File: src/rtl/ctx_pkg.sv
// ctx_pkg: shared definitions for the JPEG-LS / LOCO-I causal-neighbourhood
// generator (ctx_window_gen) and its line buffer.
//   PIX_W_DEF / IMG_W_DEF / IMG_H_DEF : default sample width and frame size
//   ctx_t                             : one context {ix, ra, rb, rc, rd} at default width
//   clog2_min1                        : ceil(log2(n)) clamped to at least 1, so that
//                                       single-line frames still get a 1-bit row counter
package ctx_pkg;

  localparam int PIX_W_DEF = 8;
  localparam int IMG_W_DEF = 512;
  localparam int IMG_H_DEF = 512;

  typedef struct packed {
    logic [PIX_W_DEF-1:0] ix;
    logic [PIX_W_DEF-1:0] ra;
    logic [PIX_W_DEF-1:0] rb;
    logic [PIX_W_DEF-1:0] rc;
    logic [PIX_W_DEF-1:0] rd;
  } ctx_t;

  function automatic int clog2_min1(input int value);
    int w;
    w = $clog2(value);
    return (w < 1) ? 1 : w;
  endfunction

endpackage

File: src/rtl/ctx_line_buf.sv
// ctx_line_buf: one-line sample store for ctx_window_gen.
// Simple dual-port RAM, DEPTH x PIX_W, one write port and one synchronous
// read port. A read of any address in the same cycle as a write returns the
// previously stored data. rd_data only updates when rd_en is high, so the
// prefetched word is held across stalls.
//   clk, reset            : clock, asynchronous active-low reset (rd_data only)
//   wr_en/wr_addr/wr_data : write port
//   rd_en/rd_addr         : read request
//   rd_data               : registered read data
module ctx_line_buf
  import ctx_pkg::*;
#(
  parameter int PIX_W  = PIX_W_DEF,
  parameter int DEPTH  = IMG_W_DEF,
  parameter int ADDR_W = clog2_min1(DEPTH)
) (
  input  logic              clk,
  input  logic              reset,
  input  logic              wr_en,
  input  logic [ADDR_W-1:0] wr_addr,
  input  logic [PIX_W-1:0]  wr_data,
  input  logic              rd_en,
  input  logic [ADDR_W-1:0] rd_addr,
  output logic [PIX_W-1:0]  rd_data
);

  logic [PIX_W-1:0] mem_r [DEPTH];

  // Storage array write; contents need no reset.
  always_ff @(posedge clk) begin
    if (wr_en) begin
      mem_r[wr_addr] <= wr_data;
    end
  end

  // Registered read; holds its value when no read is requested.
  always_ff @(posedge clk or negedge reset) begin
    if (!reset) begin
      rd_data <= {PIX_W{1'b0}};
    end else if (rd_en) begin
      rd_data <= mem_r[rd_addr];
    end
  end

endmodule

File: src/rtl/ctx_window_gen.sv
// ctx_window_gen: JPEG-LS / LOCO-I causal-neighbourhood generator.
// Accepts a raster pixel stream and emits each sample ix with its neighbours
// ra (left), rb (above), rc (above-left), rd (above-right), applying the
// standard edge rules, plus position and line/frame boundary flags.
// One cycle latency, one pixel per clock with valid/ready flow control.
// Optional build macro CTX_GRAD_EN adds signed local gradients d1/d2/d3.
//   clk, reset                      : clock, asynchronous active-low reset
//   in_valid/in_ready/in_sof/in_pix : input stream (in_sof restarts at (0,0))
//   out_valid/out_ready             : output handshake
//   ix, ra, rb, rc, rd              : current sample and neighbours
//   col, row, sol, eol, eof         : position of ix and boundary flags
//   d1, d2, d3 (CTX_GRAD_EN only)   : rd-rb, rb-rc, rc-ra
module ctx_window_gen
  import ctx_pkg::*;
#(
  parameter int PIX_W = PIX_W_DEF,
  parameter int IMG_W = IMG_W_DEF,
  parameter int IMG_H = IMG_H_DEF,
  parameter int COL_W = clog2_min1(IMG_W),
  parameter int ROW_W = clog2_min1(IMG_H)
) (
  input  logic                    clk,
  input  logic                    reset,
  input  logic                    in_valid,
  output logic                    in_ready,
  input  logic                    in_sof,
  input  logic [PIX_W-1:0]        in_pix,
  output logic                    out_valid,
  input  logic                    out_ready,
  output logic [PIX_W-1:0]        ix,
  output logic [PIX_W-1:0]        ra,
  output logic [PIX_W-1:0]        rb,
  output logic [PIX_W-1:0]        rc,
  output logic [PIX_W-1:0]        rd,
  output logic [COL_W-1:0]        col,
  output logic [ROW_W-1:0]        row,
`ifdef CTX_GRAD_EN
  output logic signed [PIX_W:0]   d1,
  output logic signed [PIX_W:0]   d2,
  output logic signed [PIX_W:0]   d3,
`endif
  output logic                    sol,
  output logic                    eol,
  output logic                    eof
);

  localparam logic [COL_W-1:0] COL_ZERO = {COL_W{1'b0}};
  localparam logic [COL_W-1:0] COL_ONE  = COL_W'(1);
  localparam logic [COL_W-1:0] COL_LAST = COL_W'(IMG_W - 1);
  localparam logic [ROW_W-1:0] ROW_ZERO = {ROW_W{1'b0}};
  localparam logic [ROW_W-1:0] ROW_ONE  = ROW_W'(1);
  localparam logic [ROW_W-1:0] ROW_LAST = ROW_W'(IMG_H - 1);
  localparam logic [PIX_W-1:0] PIX_ZERO = {PIX_W{1'b0}};
  // With two columns the prefetch of column 1 would collide with the write of
  // column 1; the previous sample is that very pixel, so it is used instead.
  localparam bit NARROW = (IMG_W == 2);

  logic             accept_s;
  logic [COL_W-1:0] col_r, cur_col_s, nxt_col_s, rd_addr_s;
  logic [ROW_W-1:0] row_r, cur_row_s, nxt_row_s;
  logic [PIX_W-1:0] prev_pix_r;   // last accepted sample (ra inside a line)
  logic [PIX_W-1:0] line0_r;      // pixel(r-1,0): ra/rb at column 0
  logic [PIX_W-1:0] line0_prev_r; // pixel(r-2,0): rc at column 0
  logic [PIX_W-1:0] above_b_r;    // pixel(r-1,c) for the next sample
  logic [PIX_W-1:0] above_c_r;    // pixel(r-1,c-1) for the next sample
  logic [PIX_W-1:0] buf_rdata_s;  // prefetched pixel(r-1,c+1)
  logic [PIX_W-1:0] ra_s, rb_s, rc_s, rd_s;

  assign in_ready = !out_valid || out_ready;
  assign accept_s = in_valid && in_ready;

  ctx_line_buf #(
    .PIX_W  (PIX_W),
    .DEPTH  (IMG_W),
    .ADDR_W (COL_W)
  ) u_line_buf (
    .clk     (clk),
    .reset   (reset),
    .wr_en   (accept_s),
    .wr_addr (cur_col_s),
    .wr_data (in_pix),
    .rd_en   (accept_s),
    .rd_addr (rd_addr_s),
    .rd_data (buf_rdata_s)
  );

  // Position of the offered sample, the position after it, and the prefetch address.
  always_comb begin
    cur_col_s = col_r;
    cur_row_s = row_r;
    nxt_col_s = COL_ZERO;
    nxt_row_s = ROW_ZERO;
    rd_addr_s = COL_ZERO;
    if (in_sof) begin
      cur_col_s = COL_ZERO;
      cur_row_s = ROW_ZERO;
    end else begin
      cur_col_s = col_r;
      cur_row_s = row_r;
    end
    if (cur_col_s == COL_LAST) begin
      nxt_col_s = COL_ZERO;
      if (cur_row_s == ROW_LAST) begin
        nxt_row_s = ROW_ZERO;
      end else begin
        nxt_row_s = cur_row_s + ROW_ONE;
      end
    end else begin
      nxt_col_s = cur_col_s + COL_ONE;
      nxt_row_s = cur_row_s;
    end
    // The next sample needs pixel(r-1, next_col+1); the last column uses rb instead.
    if (nxt_col_s == COL_LAST) begin
      rd_addr_s = COL_ZERO;
    end else begin
      rd_addr_s = nxt_col_s + COL_ONE;
    end
  end

  // Neighbour selection with the edge rules for the offered sample.
  always_comb begin
    ra_s = PIX_ZERO;
    rb_s = PIX_ZERO;
    rc_s = PIX_ZERO;
    rd_s = PIX_ZERO;
    if (cur_row_s == ROW_ZERO) begin
      if (cur_col_s == COL_ZERO) begin
        ra_s = PIX_ZERO;
      end else begin
        ra_s = prev_pix_r;
      end
    end else if (cur_col_s == COL_ZERO) begin
      ra_s = line0_r;
      rb_s = line0_r;
      rc_s = line0_prev_r;
      if (NARROW) begin
        rd_s = prev_pix_r;
      end else begin
        rd_s = buf_rdata_s;
      end
    end else begin
      ra_s = prev_pix_r;
      rb_s = above_b_r;
      rc_s = above_c_r;
      if (cur_col_s == COL_LAST) begin
        rd_s = above_b_r;
      end else begin
        rd_s = buf_rdata_s;
      end
    end
  end

  // Position counters and saved edge samples, advanced only on accept.
  always_ff @(posedge clk or negedge reset) begin
    if (!reset) begin
      col_r        <= COL_ZERO;
      row_r        <= ROW_ZERO;
      prev_pix_r   <= PIX_ZERO;
      line0_r      <= PIX_ZERO;
      line0_prev_r <= PIX_ZERO;
      above_b_r    <= PIX_ZERO;
      above_c_r    <= PIX_ZERO;
    end else if (accept_s) begin
      col_r      <= nxt_col_s;
      row_r      <= nxt_row_s;
      prev_pix_r <= in_pix;
      // Slide the above-row window one column right.
      above_c_r  <= rb_s;
      above_b_r  <= rd_s;
      if (cur_col_s == COL_ZERO) begin
        line0_r <= in_pix;
        // rc of row 1 column 0 is 0, so the first line seeds it with 0.
        if (cur_row_s == ROW_ZERO) begin
          line0_prev_r <= PIX_ZERO;
        end else begin
          line0_prev_r <= line0_r;
        end
      end
    end
  end

  // Output context register; holds while the downstream stalls.
  always_ff @(posedge clk or negedge reset) begin
    if (!reset) begin
      out_valid <= 1'b0;
      ix        <= PIX_ZERO;
      ra        <= PIX_ZERO;
      rb        <= PIX_ZERO;
      rc        <= PIX_ZERO;
      rd        <= PIX_ZERO;
      col       <= COL_ZERO;
      row       <= ROW_ZERO;
      sol       <= 1'b0;
      eol       <= 1'b0;
      eof       <= 1'b0;
    end else if (accept_s) begin
      out_valid <= 1'b1;
      ix        <= in_pix;
      ra        <= ra_s;
      rb        <= rb_s;
      rc        <= rc_s;
      rd        <= rd_s;
      col       <= cur_col_s;
      row       <= cur_row_s;
      sol       <= (cur_col_s == COL_ZERO);
      eol       <= (cur_col_s == COL_LAST);
      eof       <= (cur_col_s == COL_LAST) && (cur_row_s == ROW_LAST);
    end else if (out_ready) begin
      out_valid <= 1'b0;
    end
  end

`ifdef CTX_GRAD_EN
  // Local gradients, registered alongside ix.
  always_ff @(posedge clk or negedge reset) begin
    if (!reset) begin
      d1 <= {(PIX_W+1){1'b0}};
      d2 <= {(PIX_W+1){1'b0}};
      d3 <= {(PIX_W+1){1'b0}};
    end else if (accept_s) begin
      d1 <= $signed({1'b0, rd_s}) - $signed({1'b0, rb_s});
      d2 <= $signed({1'b0, rb_s}) - $signed({1'b0, rc_s});
      d3 <= $signed({1'b0, rc_s}) - $signed({1'b0, ra_s});
    end
  end
`endif

endmodule
File: config.mk
export PLATFORM = sky130hd
export DESIGN_NAME = ctx_window_gen
export DESIGN_NICKNAME = d
export VERILOG_FILES = /design/src/rtl/ctx_pkg.sv /design/src/rtl/ctx_line_buf.sv /design/src/rtl/ctx_window_gen.sv
export SDC_FILE = /design/constraint.sdc
export NUM_CORES = 2
export LEC_CHECK = 0
export CAP_MARGIN = 20
export CORE_MARGIN = 2
export CORE_UTILIZATION = 25
export DETAILED_ROUTE_END_ITERATION = 7
export PLACE_DENSITY = 0.37
export SLEW_MARGIN = 20
export SYNTH_ARGS = -nofsm -noshare
export SYNTH_HDL_FRONTEND = slang
export SYNTH_HIERARCHICAL = 1
export SYNTH_SLANG_ARGS = --single-unit
File: constraint.sdc
create_clock -name clk -period 7.81 [get_ports clk]
set_input_delay 0.781 -clock clk [delete_from_list [all_inputs] [get_ports clk]]
set_output_delay 0.781 -clock clk [all_outputs]
set_load 0.01 [all_outputs]
==> report_table.html <==
<table>
<tr><th>Metric</th><th>Value</th></tr>
<tr><th colspan="2">Die</th></tr>
<tr><td>Area enclosed by the die boundary</td><td>661000 µm²</td></tr>
<tr><td>Initial standard-cell utilization of the core</td><td>0.250</td></tr>
<tr><td>Width of the die</td><td>813 µm</td></tr>
<tr><td>Std-Cell Core Area</td><td>653000 µm²</td></tr>
<tr><td>Vertical die dimension</td><td>813 µm</td></tr>
<tr><td>Number of placement rows</td><td>297</td></tr>
<tr><td>Io pins</td><td>76</td></tr>
<tr><th colspan="2">Setup path</th></tr>
<tr><td>Delay of the slowest cell on the worst path</td><td>0.79 ns</td></tr>
<tr><td>Required time at the endpoint of the critical path</td><td>8.72 ns</td></tr>
<tr><td>Nature of the critical path startpoint</td><td>flop</td></tr>
<tr><td>Crit path capture type</td><td>flop</td></tr>
<tr><td>Top Family by Delay on Critical Path</td><td>compound AO/OA/AOI/OAI gates</td></tr>
<tr><td>Type of the worst setup path</td><td>flop to flop</td></tr>
<tr><td>Largest fanout on the critical path</td><td>42</td></tr>
<tr><td>Buf/Inv on CP</td><td>6</td></tr>
<tr><td>Arrival @ worst endpoint</td><td>7.97 ns</td></tr>
<tr><td>Cell type of the slowest stage on the worst timing path</td><td>sky130_fd_sc_hd__a221oi_1</td></tr>
<tr><td>Cell Chain, Critical Path</td><td>nor2b_1 -&gt; ha_1 -&gt; nand4b_1 -&gt; nor2_1 -&gt; ha_1 -&gt; buf_4 -&gt; inv_1 -&gt; o211a_1 -&gt; nor2_1 -&gt; nor3_1 -&gt; ha_1 -&gt; nor2_4 -&gt; buf_12 -&gt; buf_4 -&gt; buf_12 -&gt; buf_4 -&gt; mux4_2 -&gt; o21ai_0 -&gt; a21o_1 -&gt; o22ai_1 -&gt; a221oi_1 -&gt; o32ai_1</td></tr>
<tr><th colspan="2">Logic synthesis</th></tr>
<tr><td>Number of synthesized flops with an enable pin</td><td>4096</td></tr>
<tr><td>Largest cells by area after synthesis</td><td>sky130_fd_sc_hd__edfxtp_1, sky130_fd_sc_hd__mux4_2, sky130_fd_sc_hd__dfrtp_1</td></tr>
<tr><td>Register bit count reported by yosys</td><td>4200</td></tr>
<tr><td>Post-synthesis async set-or-reset flop share</td><td>0.0248</td></tr>
<tr><td>Post-synthesis cell count</td><td>7928</td></tr>
<tr><td>Yosys Warn Count</td><td>6</td></tr>
<tr><td>Proportion of netlist area held by the largest area contributor</td><td>0.752</td></tr>
<tr><td>Cell taking the most area after synthesis</td><td>sky130_fd_sc_hd__edfxtp_1</td></tr>
<tr><td>Number of distinct library cells after synthesis</td><td>88</td></tr>
<tr><td>Avg Cell Area, Syn</td><td>20.6 µm²</td></tr>
<tr><td>Share of the yosys chip area belonging to registers</td><td>0.768</td></tr>
<tr><td>Primary flip-flop cell chosen by synthesis mapping</td><td>sky130_fd_sc_hd__edfxtp_1</td></tr>
<tr><td>Cell Area, Synth</td><td>164000 µm²</td></tr>
<tr><td>Synth Net Count</td><td>7949</td></tr>
<tr><th colspan="2">Global route</th></tr>
<tr><td>Met1 global-route usage</td><td>0.235</td></tr>
<tr><td>Most Used Layer, Global Route</td><td>met2</td></tr>
<tr><td>Number of global-route vias before repair</td><td>85500</td></tr>
<tr><td>Number of antenna violations at the first check in global routing</td><td>46</td></tr>
<tr><td>Global-route usage over all layers</td><td>0.166</td></tr>
<tr><td>Global routing met3 resource utilization</td><td>0.0229</td></tr>
<tr><td>Global-route wire length before repair</td><td>763000 µm</td></tr>
<tr><td>Global routing usage on met2</td><td>0.270</td></tr>
<tr><td>Gr ovfl total</td><td>0</td></tr>
<tr><td>Pin count of the biggest net entering global routing</td><td>169</td></tr>
<tr><th colspan="2">Timing</th></tr>
<tr><td>Upper clock frequency limit</td><td>142 MHz</td></tr>
<tr><td>Worst rel slew slack</td><td>0.196</td></tr>
<tr><td>Setup repair after global routing missed its margin</td><td>no</td></tr>
<tr><td>Slew at the pin with the worst max-slew slack</td><td>1.20 ns</td></tr>
<tr><td>Final worst-path cycle share</td><td>0.903</td></tr>
<tr><td># setup viols final</td><td>0</td></tr>
<tr><td>Setup slack of the critical path after layout</td><td>0.754 ns</td></tr>
<tr><td>Shortest period the worst path allows</td><td>7.06 ns</td></tr>
<tr><td>Hold Violations, Final</td><td>0</td></tr>
<tr><td>Slew Limit Fails</td><td>0</td></tr>
<tr><td>Setup skew after layout</td><td>0.0922 ns</td></tr>
<tr><th colspan="2">Drt</th></tr>
<tr><td>Wirelength per Cell</td><td>32.1 µm</td></tr>
<tr><td>DRC Markers</td><td>0</td></tr>
<tr><td>Length of the first detailed-routing pass in iterations</td><td>5</td></tr>
<tr><td>Total wirelength of the detailed-routed design</td><td>562000 µm</td></tr>
<tr><td>Post-detailed-route via-to-cell ratio</td><td>4.79</td></tr>
<tr><td>Number of DRC markers in iteration 0</td><td>8813</td></tr>
<tr><td>DRT antenna net count</td><td>0</td></tr>
<tr><td>Vias</td><td>83800</td></tr>
<tr><th colspan="2">Clock network</th></tr>
<tr><td>CTS tree</td><td>done</td></tr>
<tr><td>Buffer type at the clock tree root</td><td>sky130_fd_sc_hd__clkbuf_16</td></tr>
<tr><td>CTS Sinks</td><td>4200</td></tr>
<tr><td>Clock transition at the registers of the reported paths</td><td>0.06 ns</td></tr>
<tr><td>Maximum level of the CTS H-tree</td><td>5</td></tr>
<tr><td>Hold buffer count at CTS</td><td>1</td></tr>
<tr><td>CTS Buf Count</td><td>461</td></tr>
<tr><td>Later-pin clock latency in the skew report</td><td>1.06 ns</td></tr>
<tr><td>CTS resizes</td><td>0</td></tr>
<tr><td>Post-CTS Setup Bufs</td><td>0</td></tr>
<tr><td>Clock buffer depth</td><td>4</td></tr>
<tr><th colspan="2">Job</th></tr>
<tr><td>Maximum Capacitance Violations</td><td>0</td></tr>
<tr><th colspan="2">Final layout</th></tr>
<tr><td>Commonest cells after routing, fill and taps aside</td><td>sky130_fd_sc_hd__edfxtp_1, sky130_fd_sc_hd__mux4_2, sky130_fd_sc_hd__nor2_1</td></tr>
<tr><td>Most common cell after layout, fill and taps aside</td><td>sky130_fd_sc_hd__edfxtp_1</td></tr>
<tr><td>Filler cell count in the final layout</td><td>63600</td></tr>
<tr><td>Area occupied by multi-input gates</td><td>35500 µm²</td></tr>
<tr><td>Layout cell share with drive strength beyond 1</td><td>0.250</td></tr>
<tr><td>Synth-to-layout area growth</td><td>17.1%</td></tr>
<tr><td>Register cell area after layout</td><td>126000 µm²</td></tr>
<tr><td>Number of standard cells in the final layout excluding fillers</td><td>17500</td></tr>
<tr><td>Nets@finish</td><td>8437</td></tr>
<tr><td>Non-Filler Cell Area, Final</td><td>192000 µm²</td></tr>
<tr><th colspan="2">Power and ir drop</th></tr>
<tr><td>Power per cell area</td><td>292 nW/µm²</td></tr>
<tr><td>Total leakage power</td><td>58.2 nW</td></tr>
<tr><td>Peak supply drop</td><td>0.000205 V</td></tr>
<tr><td>Total power consumption of the routed design</td><td>55.9 mW</td></tr>
<tr><th colspan="2">Worst hold path</th></tr>
<tr><td>Worst hold path class</td><td>input pin to flop</td></tr>
<tr><th colspan="2">Place</th></tr>
<tr><td>Worst setup slack after placement</td><td>-0.240 ns</td></tr>
<tr><td>Post-detail-place hpwl</td><td>354000 µm</td></tr>
<tr><td>GPL Wtd Cong</td><td>0.786</td></tr>
<tr><td>Total instance count after detailed placement</td><td>16600</td></tr>
<tr><td>Count of input and output buffers</td><td>75</td></tr>
<tr><td>Placed standard-cell area</td><td>177000 µm²</td></tr>
<tr><th colspan="2">Outcome</th></tr>
<tr><td>Result of the run</td><td>completed</td></tr>
</table>
## cell type report
type                            count  share of cell area
Sequential cell                  4200               0.656
Multi-Input combinational cell   3209               0.185
Clock buffer                      578              0.0633
Tap cell                         8671              0.0566
Timing Repair Buffer              521              0.0264
Clock inverter                    268              0.0120
Inverter                           23            0.000503
Antenna cell                       12            0.000157
## report_power, final
part	internal, mW	switching, mW
Clock	11.9	9.20
Combinational	3.55	6.36
Sequential	24.8	0.112
## per-layer routing
| metal | up-vias | wire, µm |
|---|---|---|
| li1 | 33900 | - |
| met1 | 46600 | 252000 |
| met2 | 2640 | 267000 |
| met3 | 597 | 29500 |
| met4 | 0 | 13400 |
| met5 | - | 0 |
## stage by stage
stage,utilization,hold WS [ns],setup TNS [ns]
6_report,0.293,0.202,0
5_1_grt,0.293,0.169,0
4_1_cts,0.293,0.115,0
3_5_place_dp,0.271,0.461,-0.803
3_3_place_gp,0.271,0.462,-2.30
2_1_floorplan,-,0.449,0
## worst register-to-register path, cell delays in order, from the launching register on
cell and delay (ns):
sky130_fd_sc_hd__dfrtp_1 0.41, sky130_fd_sc_hd__nor2b_1 0.20, sky130_fd_sc_hd__ha_1 0.20, sky130_fd_sc_hd__nand4b_1 0.19, sky130_fd_sc_hd__nor2_1 0.16, sky130_fd_sc_hd__ha_1 0.24, sky130_fd_sc_hd__buf_4 0.23, sky130_fd_sc_hd__inv_1 0.09
sky130_fd_sc_hd__o211a_1 0.15, sky130_fd_sc_hd__nor2_1 0.25, sky130_fd_sc_hd__nor3_1 0.09, sky130_fd_sc_hd__ha_1 0.38, sky130_fd_sc_hd__nor2_4 0.60, sky130_fd_sc_hd__buf_12 0.26, sky130_fd_sc_hd__buf_4 0.35, sky130_fd_sc_hd__buf_12 0.38
sky130_fd_sc_hd__buf_4 0.54, sky130_fd_sc_hd__mux4_2 0.58, sky130_fd_sc_hd__o21ai_0 0.23, sky130_fd_sc_hd__a21o_1 0.16, sky130_fd_sc_hd__o22ai_1 0.26, sky130_fd_sc_hd__a221oi_1 0.80, sky130_fd_sc_hd__o32ai_1 0.17
## Yosys cell counts (all sizes together), types with 7 or more instances
master and number:
a22oi 141, nor2b 54, dfrtp 104, o22ai 149, o21ai 108, mux2i 210
o211ai 11, and2 18, nor4 23, inv 21, nand4 23, a211oi 39
nor3b 9, a22o 9, mux4 970, edfxtp 4096, o221ai 35, nor2 619
or2 8, or3 10, a21oi 98, buf 278, mux2 48, nand2b 25
a41oi 11, a31oi 30, nand2 281, nand3b 7, nand3 69, nor3 63
a311oi 7, clkbuf 218, a221oi 26, and3 9, a2111oi 14, ha 8
## kinds of logic after synthesis
kind of cell,after synthesis,synth area share
DFF,4200,0.768
muxes,1228,0.150
xor gates and xnor gates,7,0.000375
adders and majority gates,8,0.000612
buffers and inverters,519,0.0174
AOI/OAI and AO/OA,730,0.0307
and+or+nand+nor,1236,0.0331
## path summary, 6_finish.rpt
kind	end	start	cells past startpoint	slack [ns]
setup / recovery	u_line_buf/rd_data[0]	col_r[1]	22	0.75
hold reg to reg	row[6]	row[6]	2	0.47
max in group asynchronous	line0_r[2]	reset	3	6.20
setup reg to reg	u_line_buf/rd_data[0]	col_r[1]	22	0.75
hold / removal	u_line_buf/mem_r[360][4]	in_pix[4]	1	0.20
min in group asynchronous	line0_prev_r[7]	reset	2	0.33
## sequential cells by signal (all words and copies together) (netlist names)
| signal | flops |
|---|---|
| out_valid | 1 |
| eol | 1 |
| sol | 1 |
| col | 9 |
| row_r | 9 |
| rb | 8 |
| line0_r | 8 |
| row | 9 |
| eof | 1 |
| u_line_buf/mem_r | 4096 |
| rc | 8 |
| u_line_buf/rd_data | 8 |
| ix | 8 |
| line0_prev_r | 8 |
| rd | 8 |
| col_r | 9 |
| ra | 8 |
Note: power is estimated with default switching activity, not from simulation.
